File: src/rtl/tempn_pack_loader.sv
// tempn_pack_loader
//   Feeds one P-coefficient Rq polynomial into the TempN 26-bit distributed RAM.
//   Each accepted centred coefficient c is mapped to [0,Q-1] (c<0 -> c+Q).
//   Coefficients are packed in pairs: even index in the low half, odd index in the high half.
//   The last (even) coefficient is written alone with a zero high half.
//
// Ports
//   clk            system clock, rising edge
//   rst            synchronous reset, active high
//   start          load one polynomial; sampled only while idle
//   in_valid       in_coef valid
//   in_ready       loader accepts in_coef this cycle (registered)
//   in_coef        signed centred coefficient, legal range -(Q-1)/2..(Q-1)/2
//   write_enable   TempN write strobe
//   write_address  TempN write address
//   input_data     TempN write data {hi_coef, lo_coef}
//   busy           high from the cycle after start through the done cycle
//   done           one-cycle pulse after the final word is written
//   err            sticky out-of-range flag; cleared by the next accepted start
//
// State   | meaning
// --------+-------------------------------------------------------------
// S_IDLE  | waiting for start, in_valid ignored
// S_LOAD  | accepting coefficients, writing a word after each odd index
// S_FLUSH | writing the final unpaired (even-index) coefficient
// S_DONE  | done pulse, then back to idle
//
// P is assumed odd so the final coefficient always lands in the low half.

module tempn_pack_loader #(
  parameter int Q             = 4591,
  parameter int P             = 757,
  parameter int COEF_W        = 13,
  parameter int RAM_WIDTH     = 26,
  parameter int RAM_ADDR_BITS = 11,
  parameter int BASE_ADDR     = 0
) (
  input  logic                     clk,
  input  logic                     rst,
  input  logic                     start,
  input  logic                     in_valid,
  output logic                     in_ready,
  input  logic signed [COEF_W:0]   in_coef,
  output logic                     write_enable,
  output logic [RAM_ADDR_BITS-1:0] write_address,
  output logic [RAM_WIDTH-1:0]     input_data,
  output logic                     busy,
  output logic                     done,
  output logic                     err
);

  localparam int IDX_W = $clog2(P);
  localparam int CW1   = COEF_W + 1;
  localparam int HALF  = (Q - 1) / 2;

  localparam logic [IDX_W-1:0]         LAST_IDX = IDX_W'(P - 1);
  localparam logic [COEF_W-1:0]        Q_M      = COEF_W'(Q);
  localparam logic signed [COEF_W:0]   C_MAX    = CW1'(HALF);
  localparam logic signed [COEF_W:0]   C_MIN    = -C_MAX;
  localparam logic [RAM_ADDR_BITS-1:0] BASE     = RAM_ADDR_BITS'(BASE_ADDR);

  typedef enum logic [1:0] {
    S_IDLE  = 2'd0,
    S_LOAD  = 2'd1,
    S_FLUSH = 2'd2,
    S_DONE  = 2'd3
  } state_t;

  state_t state_q, state_d;

  logic [IDX_W-1:0]         idx_q, idx_d;
  logic [RAM_ADDR_BITS-1:0] addr_q, addr_d;
  logic [COEF_W-1:0]        lo_q, lo_d;
  logic                     err_q, err_d;

  logic                     in_ready_q, in_ready_d;
  logic                     we_q, we_d;
  logic [RAM_ADDR_BITS-1:0] waddr_q, waddr_d;
  logic [RAM_WIDTH-1:0]     wdata_q, wdata_d;
  logic                     busy_q, busy_d;
  logic                     done_q, done_d;

  logic                     accept;
  logic                     range_bad;
  logic [COEF_W-1:0]        m;

  assign accept    = in_valid & in_ready_q;
  assign range_bad = (in_coef > C_MAX) || (in_coef < C_MIN);

  // c+Q is below 2^COEF_W for every legal negative c, so the low bits are exact.
  assign m = range_bad   ? '0 :
             in_coef[COEF_W] ? (in_coef[COEF_W-1:0] + Q_M) : in_coef[COEF_W-1:0];

  // State register
  always_ff @(posedge clk) begin
    if (rst) begin
      state_q <= S_IDLE;
    end else begin
      state_q <= state_d;
    end
  end

  // Next-state logic
  always_comb begin
    state_d = state_q;
    unique case (state_q)
      S_IDLE:  if (start) state_d = S_LOAD;
      S_LOAD:  if (accept && (idx_q == LAST_IDX)) state_d = S_FLUSH;
      S_FLUSH: state_d = S_DONE;
      S_DONE:  state_d = S_IDLE;
      default: state_d = S_IDLE;
    endcase
  end

  // Output / datapath next values; every output is registered below.
  always_comb begin
    idx_d      = idx_q;
    addr_d     = addr_q;
    lo_d       = lo_q;
    err_d      = err_q;
    we_d       = 1'b0;
    waddr_d    = waddr_q;
    wdata_d    = wdata_q;
    in_ready_d = (state_d == S_LOAD);
    busy_d     = (state_d != S_IDLE);
    done_d     = (state_d == S_DONE);

    if ((state_q == S_IDLE) && start) begin
      idx_d  = '0;
      addr_d = BASE;
      err_d  = 1'b0;
    end

    if (accept) begin
      idx_d = idx_q + IDX_W'(1);
      if (range_bad) err_d = 1'b1;
      if (idx_q[0]) begin
        we_d    = 1'b1;
        waddr_d = addr_q;
        wdata_d = {m, lo_q};
        addr_d  = addr_q + RAM_ADDR_BITS'(1);
      end else begin
        lo_d = m;
        // Final even coefficient: written next cycle (FLUSH) without a partner.
        if (idx_q == LAST_IDX) begin
          we_d    = 1'b1;
          waddr_d = addr_q;
          wdata_d = {{COEF_W{1'b0}}, m};
        end
      end
    end
  end

  always_ff @(posedge clk) begin
    if (rst) begin
      idx_q      <= '0;
      addr_q     <= '0;
      lo_q       <= '0;
      err_q      <= 1'b0;
      in_ready_q <= 1'b0;
      we_q       <= 1'b0;
      waddr_q    <= '0;
      wdata_q    <= '0;
      busy_q     <= 1'b0;
      done_q     <= 1'b0;
    end else begin
      idx_q      <= idx_d;
      addr_q     <= addr_d;
      lo_q       <= lo_d;
      err_q      <= err_d;
      in_ready_q <= in_ready_d;
      we_q       <= we_d;
      waddr_q    <= waddr_d;
      wdata_q    <= wdata_d;
      busy_q     <= busy_d;
      done_q     <= done_d;
    end
  end

  assign in_ready      = in_ready_q;
  assign write_enable  = we_q;
  assign write_address = waddr_q;
  assign input_data    = wdata_q;
  assign busy          = busy_q;
  assign done          = done_q;
  assign err           = err_q;

endmodule

File: config.mk
export PLATFORM = sky130hd
export DESIGN_NAME = tempn_pack_loader
export DESIGN_NICKNAME = d
export VERILOG_FILES = /design/src/rtl/tempn_pack_loader.sv
export SDC_FILE = /design/constraint.sdc
export NUM_CORES = 1
export LEC_CHECK = 0
export CAP_MARGIN = 20
export CORE_MARGIN = 2
export CORE_UTILIZATION = 30
export CTS_CLUSTER_SIZE = 20
export DETAILED_ROUTE_END_ITERATION = 8
export PLACE_DENSITY = 0.61
export REMOVE_ABC_BUFFERS = 1
export SLEW_MARGIN = 20
export SYNTH_ARGS = -nofsm -noshare
export SYNTH_HDL_FRONTEND = slang
export SYNTH_SLANG_ARGS = --single-unit
export TNS_END_PERCENT = 5
File: constraint.sdc
create_clock -name clk -period 5.25 [get_ports clk]
set_input_delay 1.05 -clock clk [delete_from_list [all_inputs] [get_ports clk]]
set_output_delay 1.05 -clock clk [all_outputs]
set_load 0.005 [all_outputs]
==> summary.md, run 1 <==
| Metric | Value |
|---|---|
| Status | `completed` |
| Post-route cell area | `4660 µm²` |
| Post-synthesis cell type count | `53` |
| FMAX | `310 MHz` |
| Setup TNS | `0 ns` |
| Final hold violation count | `0` |
| Core area | `11900 µm²` |
| Initial antenna violation count | `0` |
| Pwr Density | `300 nW/µm²` |
| Chip height | `114 µm` |
| FP Rows | `40` |
| Nets@finish | `509` |
| Clk slew on worst S/H paths | `0.06 ns` |
| Max-capacitance violation count | `0` |
| DP Cell Count | `623` |
| Clock latency on the worst-skew pair | `0.33 ns` |
| Path type of the worst min-delay path | `reg2reg` |
| Min Clock Period, post-route | `3.23 ns` |
| Static leakage | `1.58 nW` |
| Routed Antenna Nets | `0` |
| Pre-CTS setup slack | `1.66 ns` |
| DRT Pass-1 Iters | `4` |
| Final setup fails | `0` |
| Layout cells sized above 1 | `8.33%` |
| # IOs | `60` |
| Postcts setup bufs | `0` |
| Synthesized area | `3640 µm²` |
| Post-DP Area | `4330 µm²` |
| EDFF count, synth | `0` |
| Gpl congestion | `0.864` |
| CTS H-tree lvls | `3` |
| FF+latch count, synth | `78` |
| Worst slew margin | `25.7%` |
| Layout Cells excl Fill | `639` |
| Synth Area in Adders | `1.38%` |
| Number of global-route vias before repair | `3030` |
| Hold_ws | `0.447 ns` |
| Warnings from Yosys | `0` |
| Residual DRC count | `0` |
| Final worst slack | `2.02 ns` |
| Fillers | `1215` |
| Multiplexer area fraction after synthesis | `2.41%` |
| Die Area | `13000 µm²` |
| Worst-Margin Slew | `1.11 ns` |
| Clock sink count | `78` |
| Syn avg cell area | `8.21 µm²` |
| # port buffers | `59` |
| Largest net degree at the start of global routing | `43` |
| Drt wl/cell | `14.4 µm` |
| Total power | `1.40 mW` |
| Main combinational cell family by area after synthesis | `simple AND/OR/NAND/NOR gates` |
| First-pass GRT wire length | `15300 µm` |
| Seq/Total Area, Yosys | `42.9%` |
| Via/cell ratio | `5.13` |
| Slew Viols, Final | `0` |
| TritonCTS Buffers | `9` |
| Via count | `3280` |
| Post-Synth Simple-Gate Area | `27.3%` |
| Chip width | `114 µm` |
| Critical path type | `in2reg` |
| Tcrit/Tclk final | `61.5%` |
| Starting Density | `30.5%` |
| Peak supply drop | `0.155 mV` |
| Crit end category | `flop` |
| Dpl hpwl | `6330 µm` |
| Async SR Flop Fraction | `0%` |
| Number of diodes | `0` |
| Root buffer cell | `clkbuf_16` |
| Post-synthesis cell count | `443` |
| CP Max Fanout | `23` |
| Gr usage total | `14.7%` |
| RSZ-0062 raised after global routing | `false` |
| Worst endpoint required time | `5.51 ns` |
| WL final | `9200 µm` |
| Initial drt markers | `155` |
| Setup crit start kind | `input pin` |
| # hold bufs at CTS | `0` |
| Post-Synth XOR/XNOR Area | `3.37%` |
| CTS resizes | `0` |
| Critical Path AT | `3.49 ns` |
| Clk buf depth | `2` |
| Ys flop type | `dfxtp_1` |
| Final core utilization | `39.2%` |
| Syn-to-layout area delta | `28.3%` |
| TritonCTS clock tree | `yes` |
| Clock Skew | `0.00677 ns` |
| GR Overflow Total | `0` |
| Synth Area in Compound Gates | `18.8%` |
final timing paths:
kind	from	end	slack, ns	cells past startpoint
max reg2reg	idx_q[0]	write_address[4]	2.21	7
min	write_address[6]	write_address[6]	0.45	2
max	in_valid	write_address[4]	2.02	6
min reg2reg	write_address[6]	write_address[6]	0.45	2
cell usage in the layout, fill, tap and decap left out, types with 3 or more instances in the layout:
cell,count
nor2_1,53
nand4_1,6
clkdlybuf4s50_1,58
nand3_1,11
mux2_2,6
a22oi_1,6
a32oi_1,4
a2111oi_0,3
or3_1,22
nand2b_1,3
buf_4,3
dfxtp_1,78
xnor2_1,7
o21ai_0,5
or2_2,3
xor2_1,7
inv_1,6
a31oi_1,4
nand2_1,69
ha_1,4
and3_1,7
nand3b_1,6
and2_1,5
a211oi_1,10
nor2b_1,3
nor3_1,5
clkbuf_16,9
o31ai_1,3
a21oi_1,47
cell usage after synthesis (2+ instances only):
| library cell | instances | area (µm²) |
|---|---|---|
| a2111oi_0 | 3 | 26.3 |
| a211oi_1 | 10 | 75.1 |
| a21oi_1 | 47 | 235 |
| a22oi_1 | 6 | 45.0 |
| a311oi_1 | 2 | 17.5 |
| a31oi_1 | 4 | 25.0 |
| a32oi_1 | 4 | 35.0 |
| and2_1 | 5 | 31.3 |
| and3_1 | 7 | 43.8 |
| buf_2 | 5 | 25.0 |
| clkbuf_1 | 24 | 90.1 |
| dfxtp_1 | 78 | 1560 |
| ha_1 | 4 | 50.1 |
| inv_1 | 6 | 22.5 |
| mux2_2 | 6 | 67.6 |
| mux2i_1 | 2 | 20.0 |
| nand2_1 | 69 | 259 |
| nand2b_1 | 3 | 18.8 |
| nand3_1 | 11 | 55.1 |
| nand3b_1 | 6 | 45.0 |
| nand4_1 | 6 | 37.5 |
| nor2_1 | 53 | 199 |
| nor2b_1 | 3 | 18.8 |
| nor3_1 | 5 | 25.0 |
| nor4_1 | 2 | 12.5 |
| nor4b_1 | 2 | 17.5 |
| o211ai_1 | 2 | 15.0 |
| o21ai_0 | 5 | 25.0 |
| o31ai_1 | 3 | 22.5 |
| o41ai_2 | 2 | 32.5 |
| or2_2 | 3 | 18.8 |
| or3_1 | 22 | 138 |
| xnor2_1 | 7 | 61.3 |
| xor2_1 | 7 | 61.3 |
routing by layer:
layer	share of wire [%]	vias up	GRT usage, %
met5	0	-	0
met4	1.8	0	6.34
met3	4.4	13	2.54
met2	46	79	23.2
met1	48	1523	20.0
li1	-	1665	-
power by group:
group / internal (mW) / switching (mW) / leakage (nW) / total [mW]
logic: 0.0420 / 0.0667 / 0.790 / 0.109
clock network: 0.442 / 0.243 / 0.162 / 0.685
registers: 0.598 / 0.00772 / 0.630 / 0.606
cell type report:
cell class | count | area [µm²] | area share (%)
Timing Repair Buffer | 62 | 608 | 13.0
Tap cell | 147 | 184 | 3.94
Multi-Input combinational cell | 330 | 1950 | 41.9
Sequential cell | 78 | 1560 | 33.5
Inverter | 6 | 22.5 | 0.483
Clock inverter | 5 | 81.3 | 1.74
Clock buffer | 11 | 253 | 5.42
state kept, by name (all words and copies together) (netlist names):
| signal | flops |
|---|---|
| input_data | 26 |
| lo_q | 13 |
| write_address | 11 |
| idx_q | 10 |
| in_ready | 1 |
| err | 1 |
| done | 1 |
| state_q | 2 |
| addr_q | 11 |
| write_enable | 1 |
| busy | 1 |
cell families after synthesis:
kind of cell,Yosys count
simple gates,205
compound gates,99
flops,78
buf+inv,35
xor+xnor,14
mux,8
fa+ha+maj,4
critical path, stage by stage:
cell             delay, ns
clkdlybuf4s50_1       0.48
nand3_1               0.49
o41a_1                0.93
buf_4                 0.33
nand2_1               0.07
a21oi_1               0.12
(Power assumes the default switching activity.)
==> inputs of run 2 (changes only) <==
Settings changed: PLACE_DENSITY 0.61 to 0.63.
Clock period 5.25 ns to 2.64 ns, I/O delays scaled along.
==> run 2 against run 1 <==
Sequential share of layout area is 1.2 points lower. Via count is 3.3% higher. Non-clock buffer count is 31 higher. Cell count is 4.7% higher. Register-to-register slack worse by 1.6 ns. Worst setup slack worse by 1.7 ns. Count of clock-buffer cells in the layout stayed put.
==> summary.md, run 2 (synthesis gave the netlist of run 1 again) <==
| Metric | Value |
|---|---|
| Largest net degree at the start of global routing | `60 (+40%)` |
| CTS resizes | `0 (unchanged)` |
| Number of flip-flops in the largest register | `26 (unchanged)` |
| Initial antenna violation count | `0 (unchanged)` |
| Final hold violation count | `0 (unchanged)` |
| Slew Viols, Final | `0 (unchanged)` |
| Peak supply drop | `0.229 mV (+47%)` |
| Dpl hpwl | `6890 µm (+8.9%)` |
| Post-DP Area | `4570 µm² (+5.5%)` |
| Worst-Margin Slew | `0.500 ns (-0.611 ns)` |
| Net load switching power | `0.620 mW (+96%)` |
| RSZ-0062 raised after global routing | `false` |
| Gr usage total | `15.2% (+0.45 points)` |
| WL final | `9520 µm (+3.5%)` |
| Critical Path AT | `2.57 ns (-0.92 ns)` |
| Die Area | `13000 µm² (unchanged)` |
| Final setup fails | `0 (unchanged)` |
| Fillers | `1204 (-0.91%)` |
| Chip height | `114 µm (unchanged)` |
| # port buffers | `59 (unchanged)` |
| Critical path type | `in2reg` |
| DP Cell Count | `654 (+5.0%)` |
| DRT Pass-1 Iters | `4 (unchanged)` |
| Routed Antenna Nets | `0 (unchanged)` |
| Root buffer cell | `clkbuf_16` |
| Nets@finish | `540 (+6.1%)` |
| Worst path slowest cell | `clkdlybuf4s50_1` |
| Worst path buffer plus inverter count | `2 (unchanged)` |
| Commonest non-fill, non-tap cell in the layout | `dfxtp_1` |
| Clock sink count | `78 (unchanged)` |
| TritonCTS Buffers | `9 (unchanged)` |
| Clock Power Share | `43.9% (-5.0 points)` |
| Clk slew on worst S/H paths | `0.06 ns (about the same)` |
| Drt wl/cell | `14.2 µm (-1.2%)` |
| Gate power share | `10.0% (+2.2 points)` |
| Multi-input gate area | `1950 µm² (-0.32%)` |
| Number of diodes | `0 (unchanged)` |
| Number of global-route vias before repair | `3197 (+5.5%)` |
| Starting Density | `30.5% (unchanged)` |
| Clk buf depth | `2 (unchanged)` |
| Pint | `1.98 mW (+83%)` |
| FP Rows | `40 (unchanged)` |
| GR Overflow Total | `0 (unchanged)` |
| Chip width | `114 µm (unchanged)` |
| Switch share | `23.8% (+1.2 points)` |
| Syn-to-layout area delta | `33.2%` |
| Tcrit/Tclk final | `87.9%` |
| Postcts setup bufs | `0 (unchanged)` |
| Post-route cell area | `4840 µm² (+3.9%)` |
| Most frequent cells in the layout | `78 x dfxtp_1, 69 x nand2_1, 58 x clkdlybuf4s50_1` |
| Setup crit start kind | `input pin` |
| Residual DRC count | `0 (unchanged)` |
| Clock latency on the worst-skew pair | `0.33 ns (about the same)` |
| CTS H-tree lvls | `3 (unchanged)` |
| Layout Cells excl Fill | `669 (+4.7%)` |
| Core area | `11900 µm² (unchanged)` |
| Min Clock Period, post-route | `2.32 ns` |
| Via count | `3387 (+3.3%)` |
| Initial drt markers | `156 (+0.65%)` |
| Max-capacitance violation count | `0 (unchanged)` |
| # hold bufs at CTS | `0 (unchanged)` |
| Top delay family on crit path | `compound AO/OA/AOI/OAI gates` |
| Pwr Density | `537 nW/µm² (+79%)` |
| Seq pwr share | `46.2% (+2.9 points)` |
| Worst endpoint required time | `2.89 ns (-2.62 ns)` |
| Reg area | `1560 µm² (unchanged)` |
| Worst slew margin | `66.5% (+41 points)` |
| CP Cell Sequence | `clkdlybuf4s50_1 -> inv_1 -> ha_1 -> nand2b_1 -> a2111oi_4 -> o221a_2 -> or3_1 -> a211oi_1` |
| First-pass GRT wire length | `15800 µm (+3.3%)` |
| Layout cells sized above 1 | `13.4% (+5.1 points)` |
| Static leakage | `1.71 nW (+8.2%)` |
| Status | `completed` |
| # IOs | `60 (unchanged)` |
| FMAX | `431 MHz` |
| Gpl congestion | `0.829 (-4.2%)` |
| Path type of the worst min-delay path | `reg2reg` |
| Critical Path Max Stage Delay | `0.48 ns (-0.45 ns)` |
| Crit end category | `flop` |
| Clock Skew | `0.00397 ns (-0.00280 ns)` |
| CP Max Fanout | `20 (-13%)` |
| TritonCTS clock tree | `yes` |
| Via/cell ratio | `5.06 (-1.4%)` |
==> run 2: through the flow <==
step                      utilization, %  worst slack, ns  TNS (ns)  power (mW)  hold slack [ns]
after CTS                           40.7            0.293         0        2.63            0.453
final                               40.7            0.320         0        2.60            0.447
after floorplan                        -           0.0231         0        1.33            0.430
after global placement              38.4           0.0159         0        1.48            0.440
after global routing                40.7            0.100         0        2.70            0.473
after detailed placement            38.4          -0.0155   -0.0557        1.49            0.445
==> run 2: power groups by stage <==
stage,Combinational [mW],Clock (mW),Sequential [mW]
2_1_floorplan,0.105,0,1.23
3_3_place_gp,0.255,0,1.23
3_5_place_dp,0.259,0,1.23
4_1_cts,0.260,1.17,1.20
5_1_grt,0.285,1.22,1.20
6_report,0.260,1.14,1.20
==> run 2: layout make-up <==
type / instances / area share (%)
Inverter: 6 / 0.465
Clock buffer: 11 / 5.22
Sequential cell: 78 / 32.2
Clock inverter: 4 / 0.465
Timing Repair Buffer: 93 / 17.6
Multi-Input combinational cell: 330 / 40.2
Tap cell: 147 / 3.80
==> run 2: per-layer routing <==
layer  track usage [%]  wire length [µm]  vias to the layer above
met5                 0                 0                        -
met4              5.61               118                        0
li1                  -                 -                     1720
met1              19.7              4520                     1593
met2              25.0              4550                       66
met3              3.12               332                        8
==> run 2: worst reg2reg max path: cells and delay by family, from the launching register on <==
kind | cells | cell delay, ns
flops | 1 | 0.42
simple gates | 2 | 0.36
compound gates | 2 | 0.81
buf+inv | 1 | 0.33
==> run 2: final timing paths <==
check                                 startpoint  depth (start not counted)  slack [ns]               end
worst max-delay path                  in_coef[0]                          8        0.32     input_data[1]
worst min-delay path            write_address[6]                          2        0.45  write_address[6]
worst max register to register          idx_q[4]                          5        0.63     input_data[5]
worst min register to register  write_address[6]                          2        0.45  write_address[6]
